### config.mk
export PLATFORM = sky130hd
export DESIGN_NAME = crc32_stream_acc
export DESIGN_NICKNAME = d
export VERILOG_FILES = /design/src/rtl/crc32_stream_acc.sv
export SDC_FILE = /design/constraint.sdc
export NUM_CORES = 1
export LEC_CHECK = 0
export CORE_MARGIN = 2
export CORE_UTILIZATION = 36
export CTS_BUF_LIST = sky130_fd_sc_hd__clkbuf_16
export DETAILED_ROUTE_END_ITERATION = 16
export GPL_TIMING_DRIVEN = 1
export MAX_ROUTING_LAYER = met4
export SLEW_MARGIN = 20
export SYNTH_ARGS = -nofsm -noshare
export SYNTH_HDL_FRONTEND = slang
export SYNTH_SLANG_ARGS = --single-unit
### constraint.sdc
create_clock -name clk -period 9.4 [get_ports clk]
set_input_delay 2.35 -clock clk [delete_from_list [all_inputs] [get_ports clk]]
set_output_delay 2.35 -clock clk [all_outputs]
set_load 0.03 [all_outputs]
### src/rtl/crc32_stream_acc.sv
// crc32_stream_acc: streaming CRC-32 (IEEE 802.3, reflected) accumulator.
// Folds a framed stream of WIDTH-bit words into a running CRC using an
// unrolled byte-serial chain, supports a partial final word, and hands back
// the finished FCS plus a residue-check flag over a valid/ready handshake.
module crc32_stream_acc #(
    parameter int  WIDTH   = 64,
    localparam int EMPTY_W = $clog2(WIDTH / 8)
) (
    input  logic               clk,
    input  logic               rst_n,
    input  logic               in_valid,
    output logic               in_ready,
    input  logic [WIDTH-1:0]   in_data,
    input  logic               in_sop,
    input  logic               in_eop,
    input  logic [EMPTY_W-1:0] in_empty,
    output logic               out_valid,
    input  logic               out_ready,
    output logic [31:0]        out_crc,
    output logic               out_ok,
    output logic [15:0]        drop_cnt
);

    localparam int          NB      = WIDTH / 8;
    localparam logic [31:0] POLY    = 32'hEDB88320;
    localparam logic [31:0] SEED    = 32'hFFFFFFFF;
    localparam logic [31:0] RESIDUE = 32'hDEBB20E3;

    typedef enum logic {IDLE, FRAME} fsm_t;

    fsm_t        fsm_q, fsm_d;
    logic [31:0] crc_q, crc_d;
    logic [31:0] chain;     // running value while walking the byte stages
    logic [31:0] full_tap;  // state after all NB bytes
    logic [31:0] eop_tap;   // state after the last valid byte of an eop word
    logic        accept;
    logic        done;
    logic        drop;

    // One reflected byte step: xor the byte into the low bits, shift 8 times.
    function automatic logic [31:0] crc_byte(input logic [31:0] c, input logic [7:0] b);
        logic [31:0] r;
        r = c ^ {24'h0, b};
        for (int i = 0; i < 8; i++)
            r = r[0] ? ((r >> 1) ^ POLY) : (r >> 1);
        return r;
    endfunction

    // A held result blocks every input word, not just eop words; there is
    // deliberately no path from in_valid to in_ready.
    assign in_ready = !out_valid || out_ready;
    assign accept   = in_valid && in_ready;

    // Byte chain: stage k consumes byte k. A sop word always starts from the
    // seed, which also covers a sop that abandons a frame in progress. The
    // eop tap is picked after byte NB-in_empty so trailing bytes never count.
    always_comb begin
        chain   = in_sop ? SEED : crc_q;
        eop_tap = chain;
        for (int k = 0; k < NB; k++) begin
            chain = crc_byte(chain, in_data[8*k +: 8]);
            if (in_empty == EMPTY_W'(NB - 1 - k))
                eop_tap = chain;
        end
        full_tap = chain;
    end

    // Frame FSM: decides whether an accepted word updates, completes or is dropped.
    always_comb begin
        fsm_d = fsm_q;
        crc_d = crc_q;
        done  = 1'b0;
        drop  = 1'b0;
        if (accept) begin
            case (fsm_q)
                IDLE: begin
                    if (!in_sop) begin
                        drop = 1'b1;
                    end else if (in_eop) begin
                        done  = 1'b1;
                        crc_d = SEED;
                    end else begin
                        crc_d = full_tap;
                        fsm_d = FRAME;
                    end
                end
                FRAME: begin
                    if (in_eop) begin
                        done  = 1'b1;
                        crc_d = SEED;
                        fsm_d = IDLE;
                    end else begin
                        crc_d = full_tap;
                    end
                end
                default: fsm_d = IDLE;
            endcase
        end
    end

    // FSM state and running CRC register.
    always_ff @(posedge clk or negedge rst_n) begin
        if (!rst_n) begin
            fsm_q <= IDLE;
            crc_q <= SEED;
        end else begin
            fsm_q <= fsm_d;
            crc_q <= crc_d;
        end
    end

    // Single-entry result register; a new result may load on the consuming edge.
    always_ff @(posedge clk or negedge rst_n) begin
        if (!rst_n) begin
            out_valid <= 1'b0;
            out_crc   <= 32'h0;
            out_ok    <= 1'b0;
        end else if (done) begin
            out_valid <= 1'b1;
            out_crc   <= ~eop_tap;
            out_ok    <= (eop_tap == RESIDUE);
        end else if (out_ready) begin
            out_valid <= 1'b0;
        end
    end

    // Saturating count of words seen outside a frame.
    always_ff @(posedge clk or negedge rst_n) begin
        if (!rst_n)
            drop_cnt <= 16'h0;
        else if (drop && drop_cnt != 16'hFFFF)
            drop_cnt <= drop_cnt + 16'h1;
    end

endmodule
==> results of run 1 <==
[path summary, 6_finish.rpt]
| kind | endpoint | slack (ps) |
|---|---|---|
| max | out_ok$_DFFE_PN0P_ | 140 |
| min | out_crc[0]$_DFFE_PN0P_ | 490 |
| max reg2reg | out_ok$_DFFE_PN0P_ | 1510 |
| min reg2reg | out_crc[0]$_DFFE_PN0P_ | 490 |
| max in group asynchronous | out_crc[11]$_DFFE_PN0P_ | 6840 |
| min in group asynchronous | drop_cnt[11]$_DFFE_PN0P_ | 2020 |
[routing by layer]
metal,wire [µm],part of all wire (%)
met5,0,0
met4,2030,2.8
met3,3630,5.0
met2,33900,47
met1,32300,45
[worst max-delay path, delay by kind of cell]
family	cells	cell delay, ps
simple gates	3	1070
compound gates	2	400
xor+xnor	13	4120
buf+inv	8	1510
[state kept, by name, indices dropped and copies added, names as in the netlist]
signal and cells:
out_crc 32, crc_q 32, out_valid 1, drop_cnt 16
out_ok 1, fsm_q 1
[kinds of logic (layout without fill, tap and decap cells)]
family / count (synthesis) / in the layout / synth area share (%)
xor gates and xnor gates: 820 / 820 / 64.7
AOI/OAI and AO/OA: 288 / 288 / 10.9
and+or+nand+nor: 280 / 280 / 6.99
buffers and inverters: 88 / 734 / 2.63
DFF: 83 / 83 / 12.4
muxes: 32 / 32 / 2.23
adders and majority gates: 1 / 1 / 0.0734
[synthesized netlist by cell type (8+ instances only)]
| cell | instances | area [µm²] |
|---|---|---|
| nand2_1 | 97 | 364 |
| mux2i_1 | 11 | 110 |
| mux2_2 | 18 | 203 |
| dfstp_2 | 32 | 841 |
| xnor2_4 | 26 | 716 |
| nor3_1 | 15 | 75.1 |
| o22a_1 | 15 | 131 |
| nand3_1 | 8 | 40.0 |
| o221ai_1 | 13 | 114 |
| xor2_1 | 126 | 1100 |
| xor2_4 | 9 | 248 |
| nor2_1 | 124 | 465 |
| o211ai_1 | 19 | 143 |
| o21ai_0 | 78 | 390 |
| a211oi_1 | 18 | 135 |
| xnor2_1 | 408 | 3570 |
| xor3_1 | 24 | 571 |
| xnor3_2 | 18 | 428 |
| buf_6 | 10 | 113 |
| buf_4 | 9 | 67.6 |
| xnor3_1 | 149 | 3360 |
| clkbuf_1 | 55 | 206 |
| xor2_2 | 9 | 146 |
| dfrtp_1 | 51 | 1280 |
| xnor2_2 | 45 | 732 |
| a21oi_1 | 85 | 425 |
[through the flow]
step	hold slack (ps)	cells	util (%)	TNS, ps
floorplan	481	1592	-	0
global placement	472	2797	49.0	-4340
detailed placement	472	2797	49.0	-4100
CTS	486	2823	50.4	0
global route	501	2845	51.6	-20.0
finish	485	2845	51.6	0
[timing repair]
action,in CTS,in global routing
hold buffers,0,0
setup buffers,10,22
gates resized for setup,47,68
setup endpoints to repair,3,6
pin swaps,19,43
[cell type report]
type	instances	area (µm²)
clock inverter	7	75.1
clock buffer	9	225
multi-input combinational	1421	15100
tap	607	759
timing repair buffer	715	5760
fill	4287	22600
sequential	83	2120
inverter	3	11.3
[cells in the final DEF, fill, tap and decap left out, drive strengths merged, types with 4 or more instances in the layout]
master	Yosys	layout
a221oi	7	7
and3	5	5
xor2	144	144
a22oi	7	7
nand2	97	97
or4	4	4
nand4	6	6
mux2	18	18
xor3	29	29
o22a	15	15
nor2b	4	4
dfrtp	51	51
nor2	128	128
nand3	8	8
o211ai	19	19
o221ai	13	13
inv	2	5
xnor3	168	168
o21ai	78	78
a221o	6	6
nor3	15	15
clkbuf	55	9
a211oi	18	18
a21oi	85	85
a31oi	4	4
o311ai	4	4
buf	30	596
clkdlybuf4s50	0	117
a21o	4	4
dfstp	32	32
xnor2	479	479
o32ai	6	6
mux2i	11	11
==> impl_metrics.py, run 1 <==
metrics = {
    "status": {
        "status": "complete, but fails checks",
        "violations": "design-rule violations",
    },
    "floorplanning": {
        "core_area_um2": 46700,
        "rows": 79,
        "io_pins": 124,
        "die_w_um": 222,
        "die-area_um2": 49100,
        "fp.dieH_um": 222,
        "start_util_pct": 36.5,
    },
    "timing": {
        "worstMarginPinSlew_ps": 1090,
        "setup_violations": 0,
        "max-slew-margin-rel_pct": 27.2,
        "clock.fmax_mhz": 108,
        "min_period_over_period_pct": 98.5,
        "fin_skew_ps": 8.53,
        "hold_violations": 0,
        "timing.final.ws_setup_ps": 144,
        "post-route-min-period_ps": 9260,
        "final_max_slew_viol_count": 0,
    },
    "place": {
        "gp_congestion": 1.02,
        "place_hpwl_um": 60700,
        "place_ws_ps": -620,
        "port_buffers": 123,
        "place_area_um2": 22800,
    },
    "worst_hold_path": {
        "worstHoldPathType": "reg2reg",
        "hp-start": "out_crc[0]$_DFFE_PN0P_",
        "hold_depth": 2,
    },
    "grt": {
        "antenna_found_initial": 0,
        "grt_pass1_wl_um": 103000,
        "grt_use_met1_pct": 40.6,
        "busiest_layer": "met2",
        "grt_util_all_layers_pct": 29.7,
        "grt_max_degree": 84,
        "grt_pass1_vias": 14900,
        "overflow": 0,
        "grtUsageMet2_pct": 48.2,
        "met3_usage_pct": 2.09,
    },
    "clock_network": {
        "insertion_delay_ps": 340,
        "htree_levels": 3,
        "clkTransAtPathRegs_ps": 60,
        "cts.path.max_buffers": 2,
        "cts-root-buf": "clkbuf_16",
        "cts_buffers": 9,
        "cts_tree": "built",
        "cts_sinks": 83,
    },
    "job": {
        "max-cap-violations": 0,
    },
    "critical_path": {
        "critPathKind": "in2reg",
        "cp_slowest_stage_delay_ps": 580,
        "crit_path_top_delay_cell": "xnor3_2",
        "cp-start-kind": "input port",
        "arrival_ps": 9490,
        "regToRegStartpoint": "crc_q[0]$_DFFE_PN1P_",
        "crit_path_frequent_cell": "buf_4",
        "cp_max_fo": 4,
        "endpoint_kind": "flop",
        "crit_start": "in_data[1]",
        "reg2reg_depth": 23,
        "crit_required_ps": 9630,
    },
    "finish": {
        "antenna_cells": 0,
        "stdcell_area_um2": 24100,
        "nets": 2307,
        "final_layout_size_suffix_gt1_share_pct": 39.1,
        "syn_to_final_growth_pct": 41.2,
    },
    "synthesis": {
        "avgSynthCellArea_um2": 10.7,
        "yosys_warnings": 0,
        "synth-async-reset-ratio_pct": 100,
        "seq_area_frac_synth_pct": 12.4,
        "synth.distinct_cells": 68,
        "synth-edff-count": 0,
        "synth_flop_cell": "dfrtp_1",
        "syn-instance-count": 1592,
        "ys_ff_latch": 83,
        "synthesis.nets": 1666,
        "syn_area_um2": 17000,
    },
    "detailed_routing": {
        "wire_per_inst_um": 25.2,
        "vias_per_cell": 5.20,
        "routed_wl_um": 71800,
        "drt_iter0_drc": 1346,
        "drt.antenna.violating_nets": 0,
        "first_pass_iters": 12,
        "vias": 14800,
        "drcViolationCount": 5,
    },
}
Power of run 1 is left out: the tool's default activity adds up to more than one toggle a clock period on the data nets, which glitch-free logic cannot reach.
==> run 2, diff against run 1 <==
- CELL_PAD_IN_SITES_DETAIL_PLACEMENT: default -> 1
- CELL_PAD_IN_SITES_GLOBAL_PLACEMENT: default -> 1
- PLACE_DENSITY_LB_ADDON: default -> 0.1
- SLEW_MARGIN: 20 -> default
- clock period: 9.4 -> 11.58 ns (I/O delays scaled with it)
==> run 2 against run 1 <==
Compared with the run above: the run still ends with design-rule violations left; sequential share of layout area rose by 1.8 points; via count fell by 11%; cell area fell by 17%; wire length rose by 3.1%; worst setup slack improved by 140 ps; critical path depth fell by 4; final cell count fell by 15%.
==> impl_metrics.py, run 2 (synthesis results as in run 1) <==
metrics = {
    "grt": {
        "grt_pass1_vias": 13900,
        "overflow": 0,
        "grt_pass1_wl_um": 106000,
        "antenna_found_initial": 0,
        "grt_util_all_layers_pct": 31.0,
        "grt_max_degree": 80,
    },
    "timing": {
        "fin_skew_ps": 13.5,
        "rsz0062_at_grt": "no",
        "min_period_over_period_pct": 97.5,
        "clock.fmax_mhz": 88.6,
        "hold_violations": 0,
        "final_max_slew_viol_count": 0,
        "post-route-min-period_ps": 11290,
        "max-slew-margin-rel_pct": 9.27,
        "worstMarginPinSlew_ps": 1350,
        "setup_violations": 0,
    },
    "place": {
        "place_hpwl_um": 62100,
        "port_buffers": 123,
        "place_inst": 2389,
        "place_area_um2": 19700,
        "gp_congestion": 0.977,
    },
    "finish": {
        "antenna_cells": 0,
        "post_layout_nonfiller_instances": 2405,
        "layout_common_cells": "xnor2_1, buf_4, xnor3_1",
        "seq_area_um2": 2120,
        "postLayoutCoreUtil_pct": 42.9,
        "nFillCells": 5174,
        "syn_to_final_growth_pct": 17.5,
        "final_layout_size_suffix_gt1_share_pct": 19.5,
        "final_common_cell": "xnor2_1",
        "stdcell_area_um2": 20000,
        "multi_input_area_um2": 14500,
        "nets": 1867,
        "reg.largest.list": "crc_q x32, out_crc x32, drop_cnt x16",
    },
    "critical_path": {
        "path_cells": "clkdlybuf4s50_1 -> buf_4 -> xor2_1 -> xnor2_1 -> xnor2_2 -> buf_4 -> xnor3_2 -> xnor3_1 -> buf_4 -> xnor2_1 -> xnor3_1 -> xor2_1 -> xor2_2 -> xnor3_2 -> xnor2_4 -> xor3_2 -> xnor2_2 -> xor2_1 -> a221oi_2 -> nand4_1 -> or4_1 -> o41ai_2",
        "critical_path.top_delay_family": "XOR/XNOR gates",
        "arrival_ps": 11540,
        "cp_slowest_stage_delay_ps": 670,
        "endpoint_kind": "flop",
        "worst-path-buf-inv": 4,
        "cp-start-kind": "input port",
        "crit_path_top_delay_cell": "xnor3_1",
        "crit_required_ps": 11830,
        "cp_max_fo": 9,
        "critPathKind": "in2reg",
    },
    "clock_network": {
        "htree_levels": 3,
        "cts_tree": "built",
        "cts_buffers": 9,
        "cts-root-buf": "clkbuf_16",
        "insertion_delay_ps": 360,
        "clkTransAtPathRegs_ps": 60,
        "cts.path.max_buffers": 2,
        "cts_sinks": 83,
    },
    "detailed_routing": {
        "vias_per_cell": 5.46,
        "routed_wl_um": 74000,
        "drt_iter0_drc": 1140,
        "drt.antenna.violating_nets": 0,
        "drcViolationCount": 6,
        "first_pass_iters": 11,
        "vias": 13100,
        "wire_per_inst_um": 30.8,
    },
    "floorplanning": {
        "die-area_um2": 49100,
        "io_pins": 124,
        "fp.dieH_um": 222,
        "core_area_um2": 46700,
        "die_w_um": 222,
        "rows": 79,
        "start_util_pct": 36.5,
    },
    "status": {
        "violations": "design-rule violations",
        "status": "complete, but fails checks",
    },
    "job": {
        "max-cap-violations": 0,
    },
    "worst_hold_path": {
        "worstHoldPathType": "reg2reg",
    },
}
[run 2: metrics by stage]
step | setup WS (ps) | setup TNS [ps] | hold slack, ps
floorplan | 1910 | 0 | 481
global placement | 23.7 | 0 | 469
detailed placement | -175 | -175 | 478
CTS | 177 | 0 | 495
global route | 124 | 0 | 513
finish | 288 | 0 | 487
[run 2: repair_timing]
action / 4_1_cts / 5_1_grt
buffers inserted: 0 / 0
setup endpoints to repair: 0 / 1
hold buffers: 0 / 0
endpoints found under the hold margin: 0 / 0
gates resized for setup: 0 / 2
[run 2: final timing paths]
path	start	cells after the start	slack, ps	endpoint
worst min register to register	out_crc[13]$_DFFE_PN0P_	2	490	out_crc[13]$_DFFE_PN0P_
max in group asynchronous	rst_n	2	8030	out_crc[2]$_DFFE_PN0P_
worst max register to register	crc_q[0]$_DFFE_PN1P_	20	2660	out_ok$_DFFE_PN0P_
worst max-delay path	in_data[0]	22	290	out_ok$_DFFE_PN0P_
worst min-delay path	out_crc[13]$_DFFE_PN0P_	2	490	out_crc[13]$_DFFE_PN0P_
min in group asynchronous	rst_n	1	2340	drop_cnt[12]$_DFFE_PN0P_
[run 2: layer usage]
| metal | up-vias | wire length (µm) | global-route usage (%) |
|---|---|---|---|
| li1 | 5874 | - | - |
| met5 | - | 0 | - |
| met4 | 0 | 1810 | 6.56 |
| met2 | 391 | 35100 | 50.2 |
| met1 | 6799 | 34300 | 43.0 |
| met3 | 73 | 2770 | 2.00 |
[run 2: tightest hold or removal path: cells and delay by family, from the launching register on]
family | cells | cell delay (ps)
AND/OR/NAND/NOR | 1 | 50
flip-flops | 1 | 350
AO/OA/AOI/OAI | 1 | 60
[run 2: area by class of cell]
| type | count | area share (%) |
|---|---|---|
| Sequential cell | 83 | 10.6 |
| Inverter | 3 | 0.0562 |
| Timing Repair Buffer | 275 | 11.7 |
| Clock inverter | 7 | 0.344 |
| Clock buffer | 9 | 1.12 |
| Multi-Input combinational cell | 1421 | 72.4 |
| Tap cell | 607 | 3.79 |
Power of run 2 is left out for the same reason.
